$ cat config.mk
export PLATFORM = sky130hd
export DESIGN_NAME = raster_down_scan
export DESIGN_NICKNAME = d
export VERILOG_FILES = /design/src/rtl/raster_scan_pkg.sv /design/src/rtl/raster_down_scan_counter_down.sv /design/src/rtl/raster_down_scan.sv
export SDC_FILE = /design/constraint.sdc
export NUM_CORES = 1
export LEC_CHECK = 0
export BUFFER_PORTS_ARGS = -buffer_cell sky130_fd_sc_hd__buf_2
export CORE_ASPECT_RATIO = 1.75
export CORE_MARGIN = 2
export CORE_UTILIZATION = 53
export CTS_CLUSTER_DIAMETER = 40
export DETAILED_ROUTE_END_ITERATION = 6
export PLACE_DENSITY = 0.78
export REMOVE_ABC_BUFFERS = 1
export SYNTH_ARGS = -nofsm -noshare
export SYNTH_HDL_FRONTEND = slang
export SYNTH_SLANG_ARGS = --single-unit
$ cat constraint.sdc
create_clock -name clk -period 2 [get_ports clk]
set_input_delay 0.1 -clock clk [delete_from_list [all_inputs] [get_ports clk]]
set_output_delay 0.1 -clock clk [all_outputs]
set_load 0.01 [all_outputs]
$ cat src/rtl/raster_scan_pkg.sv
// Shared types and default geometry widths for the down-counting raster tracker.
// No logic; imported by the tracker and its counters.
package raster_scan_pkg;

    typedef enum logic {
        IDLE = 1'b0,
        RUN  = 1'b1
    } scan_state_e;

    localparam int CW_DEF = 10;
    localparam int RW_DEF = 9;

endpackage

$ cat src/rtl/raster_down_scan_counter_down.sv
// Loadable down counter with reload-on-zero; zero pulse registered 1 cycle after the terminal dec.
// No backpressure: load wins over dec, dec at zero reloads instead of wrapping.
module counter_down
    import raster_scan_pkg::*;
#(
    parameter int N = CW_DEF
) (
    input  logic         clk,
    input  logic         reset,
    input  logic         load,
    input  logic [N-1:0] d,
    input  logic         dec,
    input  logic [N-1:0] reload_val,
    output logic [N-1:0] q,
    output logic         zero
);

    logic [N-1:0] q_d, q_q;
    logic         zero_d, zero_q;

    always_comb begin
        q_d    = q_q;
        zero_d = 1'b0;
        if (load) begin
            q_d = d;
        end else if (dec) begin
            if (q_q == '0) begin
                q_d    = reload_val;
                zero_d = 1'b1;
            end else begin
                q_d = q_q - N'(1);
            end
        end
    end

    always_ff @(posedge clk or negedge reset) begin
        if (!reset) begin
            q_q    <= '0;
            zero_q <= 1'b0;
        end else begin
            q_q    <= q_d;
            zero_q <= zero_d;
        end
    end

    assign q    = q_q;
    assign zero = zero_q;

endmodule

$ cat src/rtl/raster_down_scan.sv
// Down-counting raster tracker: counts remaining pixels per dec, eol/eof pulses 1 cycle after the last pixel.
// No backpressure: dec is consumed whenever RUN; load restarts the frame at any time.
module raster_down_scan
    import raster_scan_pkg::*;
#(
    parameter int CW = CW_DEF,
    parameter int RW = RW_DEF
) (
    input  logic          clk,
    input  logic          reset,
    input  logic          load,
    input  logic [CW-1:0] cols_m1,
    input  logic [RW-1:0] rows_m1,
    input  logic          dec,
    output logic [CW-1:0] col_q,
    output logic [RW-1:0] row_q,
    output logic          busy,
    output logic          eol,
    output logic          eof
);

    scan_state_e   state_d, state_q;
    logic          busy_d, busy_q;
    logic [CW-1:0] col_len_d, col_len_q;

    logic          run_dec;
    logic          col_at_zero;
    logic          row_at_zero;
    logic          row_dec;
    logic [CW-1:0] col_reload;

    assign col_at_zero = (col_q == '0);
    assign row_at_zero = (row_q == '0);

    // load suppresses the dec so a restart never produces a pulse
    assign run_dec = (state_q == RUN) && dec && !load;
    assign row_dec = run_dec && col_at_zero;

    // On the final pixel the column must park at 0 instead of reloading
    assign col_reload = row_at_zero ? '0 : col_len_q;

    always_comb begin
        state_d   = state_q;
        col_len_d = col_len_q;
        if (load) begin
            state_d   = RUN;
            col_len_d = cols_m1;
        end else if (row_dec && row_at_zero) begin
            state_d = IDLE;
        end
        busy_d = (state_d == RUN);
    end

    always_ff @(posedge clk or negedge reset) begin
        if (!reset) begin
            state_q   <= IDLE;
            busy_q    <= 1'b0;
            col_len_q <= '0;
        end else begin
            state_q   <= state_d;
            busy_q    <= busy_d;
            col_len_q <= col_len_d;
        end
    end

    counter_down #(.N(CW)) u_col (
        .clk        (clk),
        .reset      (reset),
        .load       (load),
        .d          (cols_m1),
        .dec        (run_dec),
        .reload_val (col_reload),
        .q          (col_q),
        .zero       (eol)
    );

    counter_down #(.N(RW)) u_row (
        .clk        (clk),
        .reset      (reset),
        .load       (load),
        .d          (rows_m1),
        .dec        (row_dec),
        .reload_val ('0),
        .q          (row_q),
        .zero       (eof)
    );

    assign busy = busy_q;

endmodule

After elaboration in Yosys (flattened, before gate mapping). Cells that the tools add are included.

Latch bits: 0. Memories: 0. Input port bits: 23. Register bits after elaboration: 32. ROM bits: 0. RAM bits: 0.

Bitwise gates (word level): 0. Multipliers: 0. Shift operators: 0. Div/mod/pow operators: 0. Reduce and logical (&&, ||, !) cells: 10. Add/subtract/negate cells: 2. Multiplexer cells: 15. $lt $le $gt $ge: 0. Equality and inequality tests: 0.

Operators by type and width (number): two-way mux 10 bit (4); two-way mux 9 bit (3); zero test 10 bit (1); subtractor 10 x 1 -> 10 bit, second input constant (1); zero test 9 bit (1); subtractor 9 x 1 -> 9 bit, second input constant (1); two-way mux 1 bit (8); nonzero test 2 bit (3); logical AND 1 bit (4); zero test 1 bit (1).

Logic depth before layout (Yosys ltp).
Depth after elaboration: 6. Depth in mapped cells: 7. Mapped depth without buffers: 7.

Hierarchy. From an unflattened synthesis, not the netlist that was laid out.

Cell total of the unflattened synthesis: 216. Area, all modules: 1998.2 um^2.

Modules (own cells, without submodules): counter_down (u_col) (area each 782.0 um^2, cells an instance 94, instances 1); counter_down (u_row) (area each 673.1 um^2, cells an instance 77, instances 1); raster_down_scan (area each 543.0 um^2, cells an instance 45, instances 1).

Worst setup path after synthesis. Ideal clock, no wire load.

Path type: flip-flop to flip-flop. From: register u_col.q_q[0] (netlist: u_col.q[0]). To: register u_row.q_q[3] (netlist: u_row.q[3]). Clock period less this slack: 1.857 ns. Slack: 0.143 ns. Stages on the path, launching flop included: 7. Required time: 1.931 ns. Arrival time: 1.788 ns. Cell sequence: dfrtp_1 inv_1 ha_1 nor3b_4 nand4_2 or4b_1 nand3_1.

Word-level cells in the longest chain between the ends: 3.

Ends and longest elaborated chain: from (decl) (RTL line raster_down_scan_counter_down.sv:18) `logic [N-1:0] q_d, q_q;`; from (signal assigned) (RTL line raster_down_scan_counter_down.sv:41) `q_q <= q_d;`; zero test 10 bit (RTL line raster_down_scan.sv:32) `assign col_at_zero = (col_q == '0);`; logical AND 1 bit (RTL line raster_down_scan.sv:37) `assign row_dec = run_dec && col_at_zero;`; nonzero test 2 bit (no line); to (signal assigned) (RTL line raster_down_scan_counter_down.sv:41); to (decl) (RTL line raster_down_scan_counter_down.sv:18).

No other way between the ends. A chain may end at the register's enable or synchronous reset.

Final worst setup path. Ends and elaborated chain as after synthesis.

==> impl_metrics.tcl <==
set metrics [dict create \
    yosysWarnings 0 \
    final_max_slew_viol_count 0 \
    post_cts_buffers 0 \
    grt_overflow 0 \
    nNetsFinal 274 \
    hpwl_mm 3.489 \
    vias_per_cell 6.183 \
    skew_ns 0.005824 \
    synth-edff-count 0 \
    critPathKind "register to register" \
    worstMarginPinSlew_ns 0.7143 \
    layout_common_cells "buf_2, dfrtp_1, nor2_1" \
    final_common_cell "buf_2" \
    path_clk_slew_ns 0.07 \
    clock_sinks 32 \
    syn2layout_area_growth_pct 23.88 \
    path_max_fanout 4 \
    synth-seq-area-share_pct 43.30 \
    avgSynthCellArea_um2 9.785 \
    worstHoldPathType "primary input to register" \
    cp-start-kind "register" \
    cts.path.max_buffers 2 \
    ys.flop_type "dfrtp_1" \
    cp-end-kind "register" \
    synth.area.top_cells "dfrtp_1, mux2_2, nor2_1, nand2_1, o21ai_0" \
    firstDrtPassIters 4 \
    finalInstanceArea_mm2 0.002291 \
    synth_xor_area_share_pct 0.9472 \
    grt_first_pass_wirelength_mm 8.059 \
    final_layout_size_suffix_gt1_share_pct 34.80 \
    io-pin-count 45 \
    grt_pass1_vias 1716 \
    tns_ns 0 \
    p_leak_nw 1.013 \
    max_slew_margin_pct 52.38 \
    max_cap_viol_count 0 \
    die_area_mm2 0.003996 \
    drt.antenna.violating_nets 0 \
    cts-root-buf "clkbuf_8" \
    num_antenna_cells 0 \
    synth.largest_area_cell "dfrtp_1" \
    cts_tree "done" \
    crit_required_ns 2.23 \
    ys_types 59 \
    setup_violations 0 \
    cts_made_buffers 5 \
    htreeDepth 2 \
    grtUsageTotal_pct 26.59 \
    hold_viol 0 \
    initial_utilization_pct 54.99 \
    synth_cells 189 \
    synthSimpleGateAreaFrac_pct 23.14 \
    vias 1824 \
    hold_depth 3 \
    vdd_drop_max_mv 0.5126 \
    synthAdderAreaFrac_pct 1.353 \
    fp.dieW_um 48.65 \
    num_rows 28 \
    synth_top_family_by_area "simple AND/OR/NAND/NOR gates" \
    gp_congestion 0.9001 \
    wl_mm 4.963 \
    cp.arrival_ns 2.12 \
    synth_compound_area_share_pct 19.35 \
    pwr_density_cell_mw_per_mm2 719.6 \
    status "finished clean" \
    wl_per_cell_um 16.82 \
    synth_top_cell_area_share_pct 43.30 \
    antenna_found_initial 0 \
    core_region_area_mm2 0.003363 \
    clk_latency_ns 0.29 \
    fill_cells 295 \
    max_freq_mhz 529.5 \
    period_share_pct 94.42 \
    io_buffers 44 \
    reg2reg_depth 7 \
    placed_cell_area_mm2 0.002178 \
    min_period_ns 1.888 \
    grt_max_degree 33 \
    synthMuxAreaShare_pct 6.428 \
    synthesis.area_mm2 0.001849 \
    drt_iter0_drc 42 \
    rsz0062_at_grt "false" \
    synth-seq-cells 32 \
    chipHeight_um 82.14 \
    drc 0 \
    async_flop_share_pct 100.0 \
]
[per-layer routing]
layer / vias to the layer above / GRT usage [%] / routed length (µm)
li1: 844 / - / -
met1: 903 / 30.01 / 1999
met2: 63 / 46.99 / 2610
met3: 14 / 6.295 / 244
met4: 0 / 13.43 / 108
met5: - / 0 / 0
[registers in the layout (all words and copies together), names as in the netlist]
register	flops
busy	1
col_len_q	10
u_col.q	10
u_col.zero	1
u_row.q	9
u_row.zero	1
[path summary, 6_finish.rpt]
| check | to | slack, ns | start |
|---|---|---|---|
| setup / recovery | u_row.q[3] | 0.11 | u_col.q[0] |
| hold / removal | u_row.q[3] | 0.03 | rows_m1[3] |
| setup reg to reg | u_row.q[3] | 0.11 | u_col.q[0] |
| hold reg to reg | col_len_q[6] | 0.51 | col_len_q[6] |
| max in group asynchronous | u_col.q[3] | 1.15 | reset |
| min in group asynchronous | col_len_q[4] | 0.39 | reset |
[worst max-delay path, stage by stage, from the launching register on]
cell,delay (ns)
dfrtp_1,0.39
inv_1,0.10
ha_1,0.20
nor3b_4,0.25
buf_4,0.17
nand4_2,0.09
or4b_1,0.52
nand3_1,0.10
[layout make-up]
| type | instances | area, µm² | share of cell area [%] |
|---|---|---|---|
| clock buffers | 8 | 90.09 | 3.932 |
| inverters | 11 | 41.29 | 1.802 |
| multi-input cells | 139 | 959.7 | 41.89 |
| flip-flops and latches | 32 | 800.8 | 34.95 |
| well taps | 45 | 56.30 | 2.458 |
| repair buffers | 60 | 342.8 | 14.96 |
[logic make-up after synthesis]
group | count (synthesis)
simple gates | 74
compound gates | 50
flops | 32
buf+inv | 18
mux | 11
xor+xnor | 2
fa+ha+maj | 2
[stage by stage]
stage	hold WS (ns)	utilization [%]	setup slack, ns	std cells	power (W)
6_report	0.03236	68.12	0.1115	295	0.001649
2_1_floorplan	-0.1956	-	0.1429	182	0.0009625
4_1_cts	0.03757	67.75	0.06210	295	0.001643
3_5_place_dp	0.1953	64.77	0.1260	286	0.001125
5_1_grt	0.03364	68.12	0.0004730	295	0.001728
3_3_place_gp	0.1931	64.77	0.1594	286	0.001119
[where the power goes]
group	leakage, nW	internal, W	switching [W]
Clock	0.0455	0.000281	0.000245
Sequential	0.377	0.000707	0.0000724
Combinational	0.590	0.000162	0.000182
[synthesized netlist by cell type, types with 3 or more instances]
cell and instances:
nand4_1 5, nand2_1 15, mux2i_1 4, nor2_1 18
nor3_1 6, inv_1 10, mux2_2 7, a21oi_1 5
a22oi_1 3, o211ai_1 3, a31oi_1 7, dfrtp_1 32
a41oi_1 3, o21ai_0 9, nand3_1 7
[what timing repair did]
| action | CTS | global route |
|---|---|---|
| resized for setup | 0 | 3 |
| hold buffers | 1 | 0 |
| endpoints found under the setup margin | 0 | 4 |
| hold endpoints to repair | 32 | 0 |
No activity file was read; power rests on OpenSTA's default activity.
